**src/rtl/jt51_acc_mix_if.sv**
```systemverilog
// Bus interface for jt51_acc_mix.
// The master drives the per-slot operator stream and its controls. The slave returns the
// stereo sample, the sample strobe, the sticky clip flags and the current slot index.
//   cen, frame_start, op_in, sum_en, rl, shift, clr_clip : master -> slave
//   left, right, sample, clip_l, clip_r, slot            : slave -> master
interface jt51_acc_mix_if #(
  parameter int unsigned OPW   = 14,
  parameter int unsigned OUTW  = 16,
  parameter int unsigned SLOTS = 32,
  parameter int unsigned SHW   = 3
);
  localparam int unsigned SW = (SLOTS > 1) ? $clog2(SLOTS) : 1;

  logic                   cen;
  logic                   frame_start;
  logic signed [OPW-1:0]  op_in;
  logic                   sum_en;
  logic [1:0]             rl;
  logic [SHW-1:0]         shift;
  logic                   clr_clip;
  logic signed [OUTW-1:0] left;
  logic signed [OUTW-1:0] right;
  logic                   sample;
  logic                   clip_l;
  logic                   clip_r;
  logic [SW-1:0]          slot;

  modport master (
    output cen, frame_start, op_in, sum_en, rl, shift, clr_clip,
    input  left, right, sample, clip_l, clip_r, slot
  );

  modport slave (
    input  cen, frame_start, op_in, sum_en, rl, shift, clr_clip,
    output left, right, sample, clip_l, clip_r, slot
  );
endinterface

```
**src/rtl/jt51_acc_mix.sv**
```systemverilog
// Frame accumulator / stereo mixer for the FM operator pipeline.
// One slot is consumed per cen cycle. Carrier slots (sum_en) are added into separate left and
// right accumulators, gated by the pan bits rl. On the last slot of a frame the sum (including
// that last slot) is shifted right arithmetically by shift, saturated to OUTW bits and
// registered onto left/right together with a one-clk sample strobe.
// Ports:
//   clk, rst_n : clock and asynchronous active-low reset
//   bus        : jt51_acc_mix_if slave modport (operator stream in, stereo sample out)
module jt51_acc_mix #(
  parameter int unsigned OPW   = 14,
  parameter int unsigned ACCW  = 18,
  parameter int unsigned OUTW  = 16,
  parameter int unsigned SLOTS = 32,
  parameter int unsigned SHW   = 3
) (
  input  logic           clk,
  input  logic           rst_n,
  jt51_acc_mix_if.slave  bus
);
  localparam int unsigned SW = (SLOTS > 1) ? $clog2(SLOTS) : 1;
  localparam logic [SW-1:0] LastSlot = SW'(SLOTS - 1);

  localparam logic signed [ACCW-1:0] AccMax = {1'b0, {(ACCW-1){1'b1}}};
  localparam logic signed [ACCW-1:0] AccMin = {1'b1, {(ACCW-1){1'b0}}};
  // OUTW limits, sign-extended to the accumulator width for comparison.
  localparam logic signed [ACCW-1:0] OutMax = ACCW'({1'b0, {(OUTW-1){1'b1}}});
  localparam logic signed [ACCW-1:0] OutMin = ~OutMax;

  function automatic logic signed [ACCW-1:0] sat_acc(input logic signed [ACCW:0] s);
    // Overflow shows as disagreement between the guard bit and the ACCW sign bit.
    if (s[ACCW] != s[ACCW-1]) return s[ACCW] ? AccMin : AccMax;
    return s[ACCW-1:0];
  endfunction

  function automatic logic signed [OUTW-1:0] sat_out(input logic signed [ACCW-1:0] g);
    if (g > OutMax) return OutMax[OUTW-1:0];
    if (g < OutMin) return OutMin[OUTW-1:0];
    return g[OUTW-1:0];
  endfunction

  logic signed [ACCW-1:0] acc_l_q, acc_l_d, acc_r_q, acc_r_d;
  logic signed [OUTW-1:0] left_q, left_d, right_q, right_d;
  logic                   sample_q, sample_d;
  logic                   clip_l_q, clip_l_d, clip_r_q, clip_r_d;
  logic [SW-1:0]          slot_q, slot_d;
  logic                   locked_q, locked_d;

  logic [SW-1:0]          cur_slot;
  logic signed [ACCW-1:0] op_ext, c_l, c_r;
  logic signed [ACCW:0]   sum_l, sum_r;
  logic                   ovf_l, ovf_r;
  logic signed [ACCW-1:0] f_l, f_r, g_l, g_r;
  logic                   oclip_l, oclip_r;

  // Slot being processed this cen cycle.
  assign cur_slot = bus.frame_start ? '0 :
                    (slot_q == LastSlot) ? '0 : slot_q + SW'(1);

  assign op_ext = {{(ACCW-OPW){bus.op_in[OPW-1]}}, bus.op_in};
  assign c_l    = (bus.sum_en && bus.rl[0]) ? op_ext : '0;
  assign c_r    = (bus.sum_en && bus.rl[1]) ? op_ext : '0;

  // One guard bit so the accumulator overflow is detectable.
  assign sum_l = {acc_l_q[ACCW-1], acc_l_q} + {c_l[ACCW-1], c_l};
  assign sum_r = {acc_r_q[ACCW-1], acc_r_q} + {c_r[ACCW-1], c_r};
  assign ovf_l = sum_l[ACCW] ^ sum_l[ACCW-1];
  assign ovf_r = sum_r[ACCW] ^ sum_r[ACCW-1];
  assign f_l   = sat_acc(sum_l);
  assign f_r   = sat_acc(sum_r);

  assign g_l     = f_l >>> bus.shift;
  assign g_r     = f_r >>> bus.shift;
  assign oclip_l = (g_l > OutMax) || (g_l < OutMin);
  assign oclip_r = (g_r > OutMax) || (g_r < OutMin);

  always_comb begin
    acc_l_d  = acc_l_q;
    acc_r_d  = acc_r_q;
    left_d   = left_q;
    right_d  = right_q;
    sample_d = 1'b0;
    slot_d   = slot_q;
    locked_d = locked_q;
    // Clear first so a same-cycle set below wins.
    clip_l_d = clip_l_q & ~bus.clr_clip;
    clip_r_d = clip_r_q & ~bus.clr_clip;

    if (bus.cen) begin
      slot_d = cur_slot;
      if (bus.frame_start) locked_d = 1'b1;

      if (cur_slot == '0) begin
        // Slot 0 restarts the frame; any partial frame is dropped.
        acc_l_d = c_l;
        acc_r_d = c_r;
      end else begin
        acc_l_d = f_l;
        acc_r_d = f_r;
        if (ovf_l) clip_l_d = 1'b1;
        if (ovf_r) clip_r_d = 1'b1;
      end

      if (cur_slot == LastSlot && locked_q) begin
        left_d   = sat_out(g_l);
        right_d  = sat_out(g_r);
        sample_d = 1'b1;
        if (oclip_l) clip_l_d = 1'b1;
        if (oclip_r) clip_r_d = 1'b1;
      end
    end
  end

  always_ff @(posedge clk or negedge rst_n) begin
    if (!rst_n) begin
      acc_l_q  <= '0;
      acc_r_q  <= '0;
      left_q   <= '0;
      right_q  <= '0;
      sample_q <= 1'b0;
      clip_l_q <= 1'b0;
      clip_r_q <= 1'b0;
      slot_q   <= '0;
      locked_q <= 1'b0;
    end else begin
      acc_l_q  <= acc_l_d;
      acc_r_q  <= acc_r_d;
      left_q   <= left_d;
      right_q  <= right_d;
      sample_q <= sample_d;
      clip_l_q <= clip_l_d;
      clip_r_q <= clip_r_d;
      slot_q   <= slot_d;
      locked_q <= locked_d;
    end
  end

  assign bus.left   = left_q;
  assign bus.right  = right_q;
  assign bus.sample = sample_q;
  assign bus.clip_l = clip_l_q;
  assign bus.clip_r = clip_r_q;
  assign bus.slot   = slot_q;
endmodule

```
**src/flat_wrapper.sv**
```systemverilog
// flat-port wrapper written by rule: the top's interface ports become plain ports
module jt51_acc_mix_flat 
#(
  parameter int unsigned OPW   = 14,
  parameter int unsigned ACCW  = 18,
  parameter int unsigned OUTW  = 16,
  parameter int unsigned SLOTS = 32,
  parameter int unsigned SHW   = 3
)
  (clk, rst_n, bus_cen, bus_frame_start, bus_op_in, bus_sum_en, bus_rl, bus_shift, bus_clr_clip, bus_left, bus_right, bus_sample, bus_clip_l, bus_clip_r, bus_slot);
  jt51_acc_mix_if #(.OPW(OPW), .OUTW(OUTW), .SLOTS(SLOTS), .SHW(SHW)) bus_i ();
  input  logic clk;
  input  logic rst_n;
  input wire logic [$bits(bus_i.cen)-1:0] bus_cen;
  input wire logic [$bits(bus_i.frame_start)-1:0] bus_frame_start;
  input wire logic [$bits(bus_i.op_in)-1:0] bus_op_in;
  input wire logic [$bits(bus_i.sum_en)-1:0] bus_sum_en;
  input wire logic [$bits(bus_i.rl)-1:0] bus_rl;
  input wire logic [$bits(bus_i.shift)-1:0] bus_shift;
  input wire logic [$bits(bus_i.clr_clip)-1:0] bus_clr_clip;
  output wire logic [$bits(bus_i.left)-1:0] bus_left;
  output wire logic [$bits(bus_i.right)-1:0] bus_right;
  output wire logic [$bits(bus_i.sample)-1:0] bus_sample;
  output wire logic [$bits(bus_i.clip_l)-1:0] bus_clip_l;
  output wire logic [$bits(bus_i.clip_r)-1:0] bus_clip_r;
  output wire logic [$bits(bus_i.slot)-1:0] bus_slot;
  assign bus_i.cen = bus_cen;
  assign bus_i.frame_start = bus_frame_start;
  assign bus_i.op_in = bus_op_in;
  assign bus_i.sum_en = bus_sum_en;
  assign bus_i.rl = bus_rl;
  assign bus_i.shift = bus_shift;
  assign bus_i.clr_clip = bus_clr_clip;
  assign bus_left = bus_i.left;
  assign bus_right = bus_i.right;
  assign bus_sample = bus_i.sample;
  assign bus_clip_l = bus_i.clip_l;
  assign bus_clip_r = bus_i.clip_r;
  assign bus_slot = bus_i.slot;
  jt51_acc_mix #(.OPW(OPW), .ACCW(ACCW), .OUTW(OUTW), .SLOTS(SLOTS), .SHW(SHW)) u_core (.clk(clk), .rst_n(rst_n), .bus(bus_i));
endmodule
```
**config.mk**
```make
export PLATFORM = sky130hd
export DESIGN_NAME = jt51_acc_mix_flat
export DESIGN_NICKNAME = d
export VERILOG_FILES = /design/src/rtl/jt51_acc_mix_if.sv /design/src/rtl/jt51_acc_mix.sv /design/src/flat_wrapper.sv
export SDC_FILE = /design/constraint.sdc
export NUM_CORES = 1
export LEC_CHECK = 0
export BUFFER_PORTS_ARGS = -buffer_cell sky130_fd_sc_hd__buf_2
export CAP_MARGIN = 5
export CORE_ASPECT_RATIO = 2
export CORE_UTILIZATION = 49
export DETAILED_ROUTE_END_ITERATION = 10
export GPL_TIMING_DRIVEN = 0
export PLACE_DENSITY = 0.79
export SYNTH_ARGS = -nofsm -noshare
export SYNTH_HDL_FRONTEND = slang
export SYNTH_SLANG_ARGS = --single-unit
```
**constraint.sdc**
```tcl
create_clock -name clk -period 5.4 [get_ports clk]
set_clock_uncertainty 0.15 [all_clocks]
set_input_delay 1.08 -clock clk [delete_from_list [all_inputs] [get_ports clk]]
set_output_delay 1.08 -clock clk [all_outputs]
set_load 0.02 [all_outputs]
```
== Word level (Yosys, flattened, before mapping) ==
Cells that the tools add are included.

* $lt $le $gt $ge: 4
* Shift-type cells: 2
* Equality and inequality tests: 4
* Reductions and logical operators: 8
* Mux-type cells: 48
* Add/subtract/negate cells: 3
* Bitwise operators: 5

{| class="wikitable"
|+ Operators by type and width
! cell !! number
|-
| 2-to-1 mux 18 bit || 10
|-
| 2-to-1 mux 16 bit || 8
|-
| adder 18 x 18 -> 19 bit || 2
|-
| > comparator 18 x 16 -> 1 bit, second input constant || 2
|-
| < comparator 18 x 16 -> 1 bit, second input constant || 2
|-
| >>> shifter 18 x 3 -> 18 bit || 2
|-
| 2-to-1 mux 1 bit || 28
|-
| == test 5 bit, second input constant || 2
|-
| 2-to-1 mux 5 bit || 2
|-
| adder 5 x 1 -> 5 bit, second input constant || 1
|-
| zero test 5 bit || 1
|-
| AND reduction 2 bit || 2
|-
| logical AND 1 bit || 3
|-
| AND 1 bit || 2
|-
| logical OR 1 bit || 2
|-
| != test 1 bit || 2
|-
| bitwise XOR 1 bit || 2
|-
| inverter 1 bit || 1
|}

* Bits in registers: 77
* Input port bits: 25

== Logic depth before layout (Yosys ltp) ==
* Depth after elaboration: 16
* Depth in mapped cells: 22

== Least setup slack after synthesis ==
Ideal clock, no wire load.

* Path type: input to register
* From: input port bus_sum_en
* To: register u_core.right_q[9], in the netlist u_core.bus.right[9]
* Data arrival time: 5.124 ns
* Setup time: 0.148 ns
* Path buffers: 2
* Stages on the path: 22
* Setup slack: -0.022 ns
* Path through: clkbuf_1 > and3_1 > ha_1 > buf_2 > o211ai_1 > o31a_1 > o211a_1 > a211oi_1 > o21a_1 > o21ai_0 > nand2b_1 > xnor2_1 > ha_1 > nor2b_1 > nand2_1 > a21oi_1 > mux2_2 > nor2_2 > nand2_1 > a221o_1 > a2111oi_0 > a211oi_1

* Word-level cells in the longest chain between the ends: 14
* Elaborated cells between the ends (all ways): 21
* Classes of those cells: 1 x add/sub; 2 x order compare; 1 x eq/ne; 1 x shift; 15 x mux; 1 x reduce/logical

{| class="wikitable"
|+ RTL lines
! element !! RTL line !! source
|-
| start: declaration || flat_wrapper.sv:17 || <nowiki>input wire logic [$bits(bus_i.sum_en)-1:0] bus_sum_en;</nowiki>
|-
| logical AND 1 bit (*) || jt51_acc_mix.sv:61 || <nowiki>assign c_r = (bus.sum_en && bus.rl[1]) ? op_ext : '0;</nowiki>
|-
| 2-to-1 mux 18 bit (*) || jt51_acc_mix.sv:61 ||
|-
| adder 18 x 18 -> 19 bit (*) || jt51_acc_mix.sv:65 || <nowiki>assign sum_r = {acc_r_q[ACCW-1], acc_r_q} + {c_r[ACCW-1], c_r};</nowiki>
|-
| 2-to-1 mux 18 bit or != test 1 bit (tied branches) || jt51_acc_mix.sv:31 || <nowiki>if (s[ACCW] != s[ACCW-1]) return s[ACCW] ? AccMin : AccMax;</nowiki>
|-
| 2-to-1 mux 18 bit or 2-to-1 mux 1 bit (tied branches) || jt51_acc_mix.sv:31 ||
|-
| 2-to-1 mux 18 bit (*) || jt51_acc_mix.sv:32 || <nowiki>return s[ACCW-1:0];</nowiki>
|-
| >>> shifter 18 x 3 -> 18 bit (*) || jt51_acc_mix.sv:72 || <nowiki>assign g_r = f_r >>> bus.shift;</nowiki>
|-
| < comparator 18 x 16 -> 1 bit || jt51_acc_mix.sv:37 || <nowiki>if (g < OutMin) return OutMin[OUTW-1:0];</nowiki>
|-
| 2-to-1 mux 1 bit (2 in a row) || jt51_acc_mix.sv:37 ||
|-
| 2-to-1 mux 1 bit || jt51_acc_mix.sv:103 || <nowiki>if (cur_slot == LastSlot && locked_q) begin</nowiki>
|-
| 2-to-1 mux 1 bit || jt51_acc_mix.sv:88 || <nowiki>if (bus.cen) begin</nowiki>
|-
| 2-to-1 mux 16 bit || jt51_acc_mix.sv:38 || <nowiki>return g[OUTW-1:0];</nowiki>
|-
| 2-to-1 mux 16 bit (*) || jt51_acc_mix.sv:37 ||
|-
| end signal: assignment || jt51_acc_mix.sv:128 || <nowiki>right_q <= right_d;</nowiki>
|-
| end: declaration || jt51_acc_mix.sv:42 || <nowiki>logic signed [OUTW-1:0] left_q, left_d, right_q, right_d;</nowiki>
|}

Mark *: on every way between the ends. The rest lies on a longest branch, timed or not. The select of a mux whose other input is x is not followed.
A chain may end at the register's enable or synchronous reset.

== Worst setup path after layout ==
* From: input port bus_sum_en
* To: register u_core.right_q[7], in the netlist u_core.bus.right[7]

Same word-level chain as after synthesis.

==> out/summary.txt <==
Leading cell types in the layout, fill and taps excluded = nor2_1, o21ai_0, dfrtp_1, nand2_1, a21oi_1
Htree depth = 3
Distinct cell type count after synthesis = 85
Floorplan row count = 65
Placed insts = 1258
Overall track demand over capacity in global routing = 0.392
Design internal power = 2080 uW
Synthesized area per cell = 7.93 um^2
Total Die Area = 0.0167 mm^2
Required time reported for the critical path endpoint = 5.48 ns
Clock tree buffer depth = 2
Launch point of the worst reg-to-reg path = u_core.acc_r_q[6]
Summed instance area of the synthesized netlist = 0.00790 mm^2
Gate Count Post-Synth = 995
Core footprint = 0.0158 mm^2
Peak supply drop = 0.269 mV
Switching power share of the total = 0.521
Gr ovfl total = 0
Iteration count of the initial detailed-routing pass = 8
Clk_lat worst skew = 0.36 ns
PortBufs = 61
Vertical die dimension = 182 um
Headroom to the max-slew limit = 0.279
Final Max Slew Viols = 0
Top cells by area in the synthesized netlist = dfrtp_1, ha_1, o21ai_0
CTS tree = done
Area share of the largest cell type after synthesis = 0.244
Die Span X = 91.8 um
Tot Pwr = 4340 uW
Share of post-route cells with drive strength above 1 = 0.165
Crit Path Max Fanout = 10
HP Start = u_core.locked_q
Leading cell type in the layout, fill and taps excluded = nor2_1
Residual DRC count = 0
CTS Root Buffer Type = clkbuf_16
Final estimated routing congestion in global placement = 1.01
Startpoint of the most critical setup path = bus_sum_en
Largest net degree at the start of global routing = 66
Flop pwr share = 0.172
DRT Wirelength = 32.1 mm
Vias per cell = 6.82
Total clock sinks = 77
Hold path depth = 1
Share of the yosys chip area belonging to registers = 0.244
Clock buffer count from CTS = 9
Min-delay worst type = reg2reg
Peak Freq = 0.186 GHz
Final std cells w/o fill = 1287
Worst-path clk slew = 0.06 ns
Post-route clock period utilization = 0.996
Number of design-rule violations left by the first detailed-router iteration = 732
Post-layout minimum cycle time = 5.38 ns
Clock network fraction of total power = 0.152
Count of flip-flops with a built-in enable after synthesis = 0
Via count = 8772
Power per standard cell area = 475 mW/mm^2
Critical path launch point type = input pin
Combinational cell fraction of total power = 0.677
Number of antenna violations at the first check in global routing = 0
Signal arrival time at the worst endpoint = 5.46 ns
Nets = 1150
Share of flip-flops with an asynchronous set or reset after synthesis = 1.00
Summed area of non-filler cells in the final layout = 0.00914 mm^2
Dominant cell type by area after synthesis = dfrtp_1
Post-synthesis net count = 1062
Placed wire-length estimate = 24.0 mm
Final number of setup-violating endpoints = 0
Number of antenna repair diodes = 0
Global-route wire length before repair = 48.9 mm
Number of warnings printed during yosys synthesis = 0
Run status = finished, final reports clean
Boundary pin count = 65
Static leakage power = 0.00403 uW
Classification of the worst setup path = in2reg
Main synth FF type = dfrtp_1
Path depth of the worst reg2reg path = 20
Switching Power = 2260 uW
Effective utilization at floorplan = 0.500
Synth-to-Final Area Change = 15.8%
Via count of the first global-routing pass = 8719
Final hold vios = 0
Post-detailed-placement cell area = 0.00849 mm^2
Number of nets with antenna violations after detailed routing = 0
Number of synthesized register bits = 77
Slew at the pin closest to its max-slew limit = 1.05 ns
Post-DR wirelength/cell = 24.9 um
Kind of capture point of the worst setup path = flip-flop
Max-cap viol count = 0
## final timing paths
kind	to	slack, ns
max in group asynchronous	u_core.bus.right[6]	4.07
min reg2reg	u_core.locked_q	0.31
min in group asynchronous	u_core.bus.slot[4]	0.42
max reg2reg	u_core.bus.right[7]	0.84
min	u_core.locked_q	0.31
max	u_core.bus.right[7]	0.02
## synth_stat cells (all sizes together) (4+ instances only)
cell and count:
mux2i 13, ha 40, nor2b 6, a21o 19, a211o 5, and2 6
o22ai 10, nor4 8, xor2 16, a221oi 9, buf 18, mux2 20
o221ai 6, nor3 23, nand3 22, dfrtp 77, o211ai 38, nand4 9
a311oi 5, mux4 5, o31ai 9, clkbuf 58, o32ai 4, o21bai 6
o21ai 82, a211oi 20, or3 6, o2111ai 4, xnor2 20, a21oi 76
nor2 84, and3 33, o211a 7, maj3 9, a2111oi 13, a31oi 12
nand2b 11, inv 37, nand2 76, o21a 16
## critical path: stages
cell      delay, ns
clkbuf_4       0.17
buf_6          0.15
and3_4         0.17
ha_1           0.29
buf_6          0.12
o211ai_1       0.15
o31a_1         0.32
o211a_4        0.29
a211oi_4       0.26
o21a_1         0.17
o21ai_1        0.06
nand2b_1       0.12
xnor2_2        0.11
ha_4           0.31
nor2b_1        0.06
nand2_1        0.07
a21oi_1        0.05
mux2_4         0.32
nor2_4         0.26
nand2_4        0.11
a221o_2        0.46
a211oi_2       0.30
a211oi_2       0.05
## state kept, by name, summed over array words and instances (netlist names)
signal	cells
u_core.bus.clip_r	1
u_core.bus.slot	5
u_core.acc_r_q	18
u_core.bus.left	16
u_core.locked_q	1
u_core.bus.clip_l	1
u_core.bus.sample	1
u_core.bus.right	16
u_core.acc_l_q	18
## logic make-up (layout without fill, tap and decap cells)
logic type	Yosys count	in the layout	share of synthesized area
flops	77	77	0.244
simple gates	298	298	0.182
mux	38	38	0.0593
compound gates	379	379	0.336
fa+ha+maj	51	51	0.0799
buf+inv	116	207	0.0580
xor+xnor	36	36	0.0409
## metal layers
| metal | vias to the layer above | wire length (um) | track usage |
|---|---|---|---|
| li1 | 3953 | - | - |
| met1 | 4181 | 10900 | 0.411 |
| met2 | 451 | 16400 | 0.676 |
| met3 | 187 | 1860 | 0.0582 |
| met4 | 0 | 2900 | 0.334 |
| met5 | - | 0 | 0 |
## repair_timing
| action | 4_1_cts | 5_1_grt |
|---|---|---|
| resized for setup | 23 | 39 |
| buffers inserted | 8 | 8 |
| pin swaps | 5 | 14 |
| hold buffers | 0 | 0 |
| setup endpoints to repair | 31 | 33 |
| cloned | 0 | 0 |
## cell type report
type	count	area, um^2
Fill cell	1513	6640
Multi-Input combinational cell	802	5710
Sequential cell	77	1930
Timing Repair Buffer	78	462
Buffer	75	340
Tap cell	201	251
Clock buffer	9	225
Inverter	40	150
Clock inverter	5	77.6
## power by group through the flow
stage,clock [uW],sequential [uW],combinational [uW]
global route,678,757,3110
detailed placement,0,751,2520
finish,659,746,2940
CTS,658,741,2660
global placement,0,747,2510
floorplan,0,742,1730
## stage by stage
stage	util	setup TNS, ns	setup WS, ns	hold WS [ns]
global placement	0.536	-21.01	-1.03	0.291
global route	0.579	-0.272	-0.0559	0.325
floorplan	-	0	0.0576	0.278
CTS	0.567	0	0.0113	0.312
finish	0.579	0	0.0231	0.308
detailed placement	0.538	-22.23	-1.11	0.299
(Power assumes the default switching activity.)
